File: src/rtl/shift_link_pkg.sv
// Shared definitions for the serial link: FSM encodings, default word size and parity sense.
// The receiver's optional parity stage is enabled with the PARITY_CHECK_EN macro.
package shift_link_pkg;

  typedef enum logic [1:0] {
    IDLE   = 2'd0,
    SHIFT  = 2'd1,
    PARITY = 2'd2
  } linkState_t;

  localparam int   DEFAULT_BIT_LENGTH = 8;
  // 1'b0 selects even parity: the word plus its parity bit carry an even number of ones.
  localparam logic PARITY_ODD_SENSE   = 1'b0;

  function automatic logic parityFlag(input logic wordXor, input logic parityBit);
    return wordXor ^ parityBit ^ PARITY_ODD_SENSE;
  endfunction

endpackage

File: src/rtl/rx_word_buf.sv
// One-entry valid/ready holding register for received words, with sticky overrun on a dropped word.
module rx_word_buf
  import shift_link_pkg::*;
#(
  parameter int dataWidth = DEFAULT_BIT_LENGTH
) (
  input  logic                 clk,
  input  logic                 reset,
  input  logic                 load,
  input  logic [dataWidth-1:0] loadData,
  input  logic                 loadPar,
  input  logic                 dataReady,
  input  logic                 clrErr,
  output logic [dataWidth-1:0] dataBus,
  output logic                 dataValid,
  output logic                 overrun,
  output logic                 parityError
);

  logic [dataWidth-1:0] dataBus_r;
  logic                 dataValid_r;
  logic                 overrun_r;
  logic                 parityError_r;
  logic                 canAccept_s;
  logic                 drop_s;

  // The slot is free when empty or when its word leaves in this same cycle.
  always_comb begin
    canAccept_s = 1'b0;
    drop_s      = 1'b0;
    if (!dataValid_r || dataReady) begin
      canAccept_s = 1'b1;
    end else begin
      canAccept_s = 1'b0;
    end
    if (load && !canAccept_s) begin
      drop_s = 1'b1;
    end else begin
      drop_s = 1'b0;
    end
  end

  // Holding register: load a completed word when free, otherwise drain on handshake.
  always_ff @(posedge clk or posedge reset) begin
    if (reset) begin
      dataBus_r     <= {dataWidth{1'b0}};
      parityError_r <= 1'b0;
      dataValid_r   <= 1'b0;
    end else if (load && canAccept_s) begin
      dataBus_r     <= loadData;
      parityError_r <= loadPar;
      dataValid_r   <= 1'b1;
    end else if (dataValid_r && dataReady) begin
      dataValid_r   <= 1'b0;
    end else begin
      dataValid_r   <= dataValid_r;
    end
  end

  // Sticky overrun; a fresh drop wins over a simultaneous clear.
  always_ff @(posedge clk or posedge reset) begin
    if (reset) begin
      overrun_r <= 1'b0;
    end else if (drop_s) begin
      overrun_r <= 1'b1;
    end else if (clrErr) begin
      overrun_r <= 1'b0;
    end else begin
      overrun_r <= overrun_r;
    end
  end

  assign dataBus     = dataBus_r;
  assign dataValid   = dataValid_r;
  assign overrun     = overrun_r;
  assign parityError = parityError_r;

endmodule

File: src/rtl/shift_in_reg.sv
// MSB-first serial-to-parallel receiver feeding a one-entry valid/ready buffer.
// Define PARITY_CHECK_EN to append an even-parity bit to every frame.
module shift_in_reg
  import shift_link_pkg::*;
#(
  parameter int bitLength = DEFAULT_BIT_LENGTH
) (
  input  logic                 shiftClk,
  input  logic                 reset,
  input  logic                 frameStart,
  input  logic                 shiftEnabled,
  input  logic                 serialIn,
  input  logic                 dataReady,
  input  logic                 clrErr,
  output logic [bitLength-1:0] dataBus,
  output logic                 dataValid,
  output logic                 shiftBusy,
  output logic                 overrun,
  output logic                 parityError
);

  localparam int             CNT_W    = $clog2(bitLength);
  localparam logic [CNT_W-1:0] LAST_CNT = CNT_W'(bitLength - 1);
  localparam logic [CNT_W-1:0] ONE_CNT  = CNT_W'(1);

  linkState_t           state_r;
  logic [bitLength-1:0] shiftReg_r;
  logic [CNT_W-1:0]     bitCnt_r;
  logic                 shiftBusy_r;
  logic                 wordDone_s;
  logic [bitLength-1:0] wordData_s;
  logic                 wordPar_s;

  // Word completion is decoded from the current strobe so the buffer loads on that same edge.
  always_comb begin
    wordDone_s = 1'b0;
    wordData_s = {shiftReg_r[bitLength-2:0], serialIn};
    wordPar_s  = 1'b0;
    if (shiftEnabled && !frameStart) begin
      case (state_r)
        SHIFT: begin
`ifdef PARITY_CHECK_EN
          wordDone_s = 1'b0;
`else
          if (bitCnt_r == ONE_CNT) begin
            wordDone_s = 1'b1;
          end else begin
            wordDone_s = 1'b0;
          end
`endif
        end
`ifdef PARITY_CHECK_EN
        PARITY: begin
          wordDone_s = 1'b1;
          wordData_s = shiftReg_r;
          wordPar_s  = parityFlag(^shiftReg_r, serialIn);
        end
`endif
        default: wordDone_s = 1'b0;
      endcase
    end else begin
      wordDone_s = 1'b0;
    end
  end

  // Frame FSM, shift register and bit counter; a start strobe always restarts the frame.
  always_ff @(posedge shiftClk or posedge reset) begin
    if (reset) begin
      state_r     <= IDLE;
      shiftReg_r  <= {bitLength{1'b0}};
      bitCnt_r    <= {CNT_W{1'b0}};
      shiftBusy_r <= 1'b0;
    end else if (shiftEnabled) begin
      if (frameStart) begin
        state_r     <= SHIFT;
        shiftReg_r  <= {{(bitLength-1){1'b0}}, serialIn};
        bitCnt_r    <= LAST_CNT;
        shiftBusy_r <= 1'b1;
      end else begin
        case (state_r)
          IDLE: begin
            state_r     <= IDLE;
            shiftBusy_r <= 1'b0;
          end
          SHIFT: begin
            shiftReg_r <= {shiftReg_r[bitLength-2:0], serialIn};
            bitCnt_r   <= bitCnt_r - ONE_CNT;
            if (bitCnt_r == ONE_CNT) begin
`ifdef PARITY_CHECK_EN
              state_r     <= PARITY;
              shiftBusy_r <= 1'b1;
`else
              state_r     <= IDLE;
              shiftBusy_r <= 1'b0;
`endif
            end else begin
              state_r     <= SHIFT;
              shiftBusy_r <= 1'b1;
            end
          end
`ifdef PARITY_CHECK_EN
          PARITY: begin
            state_r     <= IDLE;
            shiftBusy_r <= 1'b0;
          end
`endif
          default: begin
            state_r     <= IDLE;
            bitCnt_r    <= {CNT_W{1'b0}};
            shiftBusy_r <= 1'b0;
          end
        endcase
      end
    end
  end

  rx_word_buf #(
    .dataWidth (bitLength)
  ) wordBuf (
    .clk         (shiftClk),
    .reset       (reset),
    .load        (wordDone_s),
    .loadData    (wordData_s),
    .loadPar     (wordPar_s),
    .dataReady   (dataReady),
    .clrErr      (clrErr),
    .dataBus     (dataBus),
    .dataValid   (dataValid),
    .overrun     (overrun),
    .parityError (parityError)
  );

  assign shiftBusy = shiftBusy_r;

endmodule

File: config.mk
export PLATFORM = sky130hd
export DESIGN_NAME = shift_in_reg
export DESIGN_NICKNAME = d
export VERILOG_FILES = /design/src/rtl/shift_link_pkg.sv /design/src/rtl/rx_word_buf.sv /design/src/rtl/shift_in_reg.sv
export SDC_FILE = /design/constraint.sdc
export NUM_CORES = 1
export LEC_CHECK = 0
export ABC_CLOCK_PERIOD_IN_PS = 1500
export CORE_MARGIN = 1
export CORE_UTILIZATION = 44
export CTS_CLUSTER_DIAMETER = 100
export CTS_CLUSTER_SIZE = 8
export DETAILED_ROUTE_END_ITERATION = 7
export PLACE_DENSITY = 0.71
export SLEW_MARGIN = 40
export SYNTH_ARGS = -nofsm -noshare
export SYNTH_HDL_FRONTEND = slang
export SYNTH_SLANG_ARGS = --single-unit
File: constraint.sdc
create_clock -name shiftClk -period 1.5 [get_ports shiftClk]
set_input_delay 0.3 -clock shiftClk [delete_from_list [all_inputs] [get_ports shiftClk]]
set_output_delay 0.3 -clock shiftClk [all_outputs]
set_load 0.02 [all_outputs]
* After elaboration in Yosys (flattened, before gate mapping) *
Cells that the tools add are included.
W data, S select, Z words.

operators by class
  add/subtract/negate cells = 1
  eq/ne operators = 3
  reductions and logical operators = 14
  muxes and demuxes = 19

operator list
  cell                   number
  $mux W1                15
  $mux W7                2
  $pmux W3 S2            1
  $reduce_bool A2 Y1     3
  $logic_and A1 B1 Y1    4
  $reduce_and A2 Y1      2
  $eq A3 B1 Y1 const B   1
  $logic_not A1 Y1       3
  $mux W3                1
  $sub A3 B1 Y3 const B  1
  $eq A2 B1 Y1 const B   1
  $logic_not A2 Y1       1
  $ne A2 B2 Y1 const B   1
  $logic_or A1 B1 Y1     1

storage, ports and cells
  output and inout bits = 12
  logic and storage cells = 44
  register bits after elaboration = 23
  input port bits = 7

* Logic depth before layout (Yosys ltp) *
  depth after elaboration = 7
  mapped depth = 6
  depth with buffers taken out = 5

* Cells and area by module *
Synthesis repeated with hierarchy kept, for this count alone.

unflattened totals
  cell total of the unflattened synthesis = 70
  area total of the unflattened synthesis = 943.4 µm²

by module, submodules not included
  module        area each (µm²)  cells an instance  times used  seq. area each (µm²)
  shift_in_reg  520.5            43                 1           275.3
  rx_word_buf   422.9            27                 1           275.3

* Worst setup path after synthesis *
No wires, ideal clock.

  path type = reg2reg
  start = reg state_r[0]
  end = reg wordBuf.dataBus_r[0], in the netlist wordBuf.dataBus[0]
  data required time = 1.375 ns
  slack = -0.057 ns
  setup time = 0.125 ns
  stages on the path, launching flop included = 6
  clock period less this slack = 1.557 ns
  arrival = 1.431 ns
  path buffers = 2
  cells stage by stage = dfrtp_1 > and3b_1 > buf_6 > and3_1 > buf_6 > mux2_4

between the ends
  longest elaborated chain between the ends = 4

ends and longest elaborated chain
  item                    line                source
  start, declared         shift_in_reg.sv:26  linkState_t state_r;
  start signal, assigned  shift_in_reg.sv:69  state_r <= IDLE;
  start signal, assigned  shift_in_reg.sv:75  state_r <= SHIFT;
  start signal, assigned  shift_in_reg.sv:82  state_r <= IDLE;
  $eq A2 B1 Y1            shift_in_reg.sv:40  case (state_r)
  $mux W1                 shift_in_reg.sv:40
  $mux W1                 shift_in_reg.sv:39  if (shiftEnabled && !frameStart) begin
  $logic_and A1 B1 Y1     rx_word_buf.sv:49   end else if (load && canAccept_s) begin
  end signal, assigned    rx_word_buf.sv:46   dataBus_r <= {dataWidth{1'b0}};
  end signal, assigned    rx_word_buf.sv:50   dataBus_r <= loadData;
  end, declared           rx_word_buf.sv:20   logic [dataWidth-1:0] dataBus_r;

No other way between the ends.
A chain may end at the register's enable or synchronous reset.

* Final worst setup path *
  start = reg bitCnt_r[1]
  end = reg wordBuf.dataBus_r[1], in the netlist wordBuf.dataBus[1]

between the ends
  longest elaborated chain between the ends = 5

ends and longest elaborated chain
  item                    line                 source
  start, declared         shift_in_reg.sv:28   logic [CNT_W-1:0] bitCnt_r;
  start signal, assigned  shift_in_reg.sv:71   bitCnt_r <= {CNT_W{1'b0}};
  start signal, assigned  shift_in_reg.sv:87   bitCnt_r <= bitCnt_r - ONE_CNT;
  start signal, assigned  shift_in_reg.sv:109  bitCnt_r <= {CNT_W{1'b0}};
  $eq A3 B1 Y1            shift_in_reg.sv:45   if (bitCnt_r == ONE_CNT) begin
  $mux W1                 shift_in_reg.sv:45
  $mux W1                 shift_in_reg.sv:40
  $mux W1                 shift_in_reg.sv:39
  $logic_and A1 B1 Y1     rx_word_buf.sv:49

No other way between the ends.

==> reports/results.ini <==
[status]
status = complete, no violations

[synthesis]
synth_area_per_cell_sq_um = 13.90
syn_nets = 74
syn-instance-count = 65
ys_seq_area_share_pct = 58.17
netlist_area_sq_um = 903.4
ys_ff_latch = 21
yosys_warnings = 0
netlist-cell-type-count = 24

[layout]
layout-drive-gt1-share_pct = 30.11
antenna_cells = 0
final_cell_area_sq_mm = 0.001206
layout_common_cells = dfrtp_1 (20), dlygate4sd2_1 (11), buf_4 (10), mux2_4 (8), a22o_1 (7)
syn2layout_area_growth_pct = 33.52
fin_nets = 103
num-fill-cells = 160
post-route-util_pct = 62.11
final_common_cell = dfrtp_1

[global_route]
grt_first_pass_wirelength_microns = 2442
grt_pass1_vias = 542
antenna_found_initial = 0
overflow = 0
track_usage_pct = 16.29
grt_max_degree = 22

[critical_path]
worstSetupEndpointType = flip-flop
slowest_delay_ns = 0.41
critPathBufInv = 2
slowest_stage = dfrtp_1
cp-start-kind = flip-flop
required_ns = 1.68
arrival_ns = 1.65
r2r_cells = 6
crit_family = flip-flops
crit_fanout = 8
worst-path-stages = 6
cp_cell_sequence = inv_2 -> ha_4 -> nor2b_4 -> and3_4 -> buf_12 -> mux2_4
crit_type = flip-flop to flip-flop

[timing]
fin_crit_ns = 1.470
fin_crit_sh_pct = 97.99
clock_skew_ns = 0.003666
hold_violations = 0
rsz0062_at_grt = true
finalMaxSlewViolations = 0
finalSetupViolCount = 0
final.setup.tns_ns = 0
fmax_mhz = 680.4

[power_and_ir_drop]
power.leakage_uw = 0.0006164
intPower_uw = 821.0
vdd_drop_max_uv = 725.0
power_uw = 1088
net-switching-power_uw = 266.6
swShare_pct = 24.51
seqPwrFrac_pct = 58.3
power_frac_clock_pct = 23.2
combinationalPowerShare_pct = 18.5
power_density_mw_per_mm2 = 901.7

[run]
cap_viol_max_count = 0

[clock_tree]
clock_path_buffers = 2
clkSlewWorstSetupHoldPaths_ns = 0.11
cts_tree = yes
numCtsBuffers = 3
cts_sinks = 21
cts-root-buf = clkbuf_4
clkLatencyLatePin_ns = 0.28
htree_levels = 1

[floorplanning]
initial_core_util_pct = 46.52
fp.dieH_microns = 47.31
die_area_sq_mm = 0.002238
die_w_microns = 47.31
coreArea_sq_mm = 0.001942
ios = 19
rows = 16

[routing]
drt_pass1_iterations = 3
totalWireLength_microns = 1558
drc_errors = 0
vias = 593
drt_iter0_drc = 7
vias_per_cell = 4.942
routedWlPerCell_microns = 12.98
ant_nets = 0

[placement]
dpl_cell_area_sq_mm = 0.001146
gp_routability_congestion = 0.6745
dp_hpwl_microns = 1128
portBuffers = 17

[hold_path]
hold_class = primary input to async pin

## layout make-up
class / count / area, sq um / area share [%]
Multi-Input combinational cell: 36 / 352.8 / 29.25
Timing Repair Buffer: 28 / 251.5 / 20.85
Tap cell: 27 / 33.78 / 2.801
Sequential cell: 21 / 526.8 / 43.67
Clock buffer: 4 / 26.28 / 2.178
Inverter: 4 / 15.01 / 1.245
## repair_timing
action	CTS	global route
setup buffers	1	2
gates resized for setup	13	4
hold buffers	0	0
endpoints found under the setup margin	19	8
pin swaps	1	0
## layer usage
metal | part of all wire [%] | up-vias | wire length, microns | GRT usage, %
li1 | - | 286 | - | -
met1 | 48 | 299 | 742 | 21.92
met2 | 49 | 6 | 771 | 26.30
met3 | 2.1 | 2 | 32 | 2.308
met4 | 0.77 | 0 | 12 | 6.857
met5 | 0 | - | 0 | 0
## synthesized netlist by cell type, drive strengths merged
cell | number | area, sq um
nor2b | 1 | 6.260
o21ai | 1 | 5.000
a31oi | 1 | 6.260
mux2 | 9 | 131.4
and3 | 1 | 6.260
a22o | 7 | 61.31
conb | 1 | 3.750
a21o | 1 | 7.510
nor2 | 1 | 3.750
and3b | 1 | 8.760
mux2i | 1 | 10.01
a21oi | 2 | 10.01
nand2 | 3 | 11.26
and4b | 1 | 10.01
nand2b | 1 | 6.260
ha | 2 | 25.02
o22ai | 1 | 6.260
buf | 4 | 35.03
dfrtp | 21 | 525.5
inv | 4 | 15.01
o22a | 1 | 8.760
## through the flow
stage                     hold WS [ns]  worst slack, ns  cells
after floorplan                 0.2765          0.01506     65
after global placement          0.4878          -0.2038    113
after detailed placement        0.4978          -0.2314    113
after CTS                       0.3307        0.0006055    118
after global routing            0.3465         -0.01116    120
final                           0.3282          0.03020    120
## power groups by stage
stage	Clock (uW)	Combinational [uW]	Sequential, uW
2_1_floorplan	0	88.3	651
3_3_place_gp	0	173	638
3_5_place_dp	0	181	641
4_1_cts	262	182	629
5_1_grt	287	222	638
6_report	252	202	634
## cell families after synthesis
logic type      Yosys count  share of synthesized area, %
flops                    21                         58.17
compound gates           14                         11.64
mux                      10                         15.65
simple gates              9                         5.818
buf+inv                   8                         5.539
fa+ha+maj                 2                         2.770
other cells               1                        0.4151
## flip-flops by register name, summed over array words and instances, names as in the netlist
signal	cells
state_r	1
shiftReg_r	7
wordBuf.dataBus	8
wordBuf.overrun	1
wordBuf.dataValid	1
bitCnt_r	3
## tightest hold or removal path, stage by stage
cell             delay, ns
clkdlybuf4s50_1       0.39
inv_1                 0.05
buf_4                 0.26
## worst paths after layout
| check | from | end | slack (ns) |
|---|---|---|---|
| max | bitCnt_r[1]$_DFFE_PP0P_ | wordBuf.dataBus[1]$_DFFE_PP0P_ | 0.03 |
| min | reset | bitCnt_r[1]$_DFFE_PP0P_ | 0.33 |
| max reg2reg | bitCnt_r[1]$_DFFE_PP0P_ | wordBuf.dataBus[1]$_DFFE_PP0P_ | 0.03 |
| min reg2reg | wordBuf.dataBus[7]$_DFFE_PP0P_ | wordBuf.dataBus[7]$_DFFE_PP0P_ | 0.52 |
| max in group asynchronous | reset | state_r[0]$_DFFE_PP0P_ | 0.95 |
| min in group shiftClk | wordBuf.dataBus[7]$_DFFE_PP0P_ | wordBuf.dataBus[7]$_DFFE_PP0P_ | 0.52 |
(Power assumes the default switching activity.)
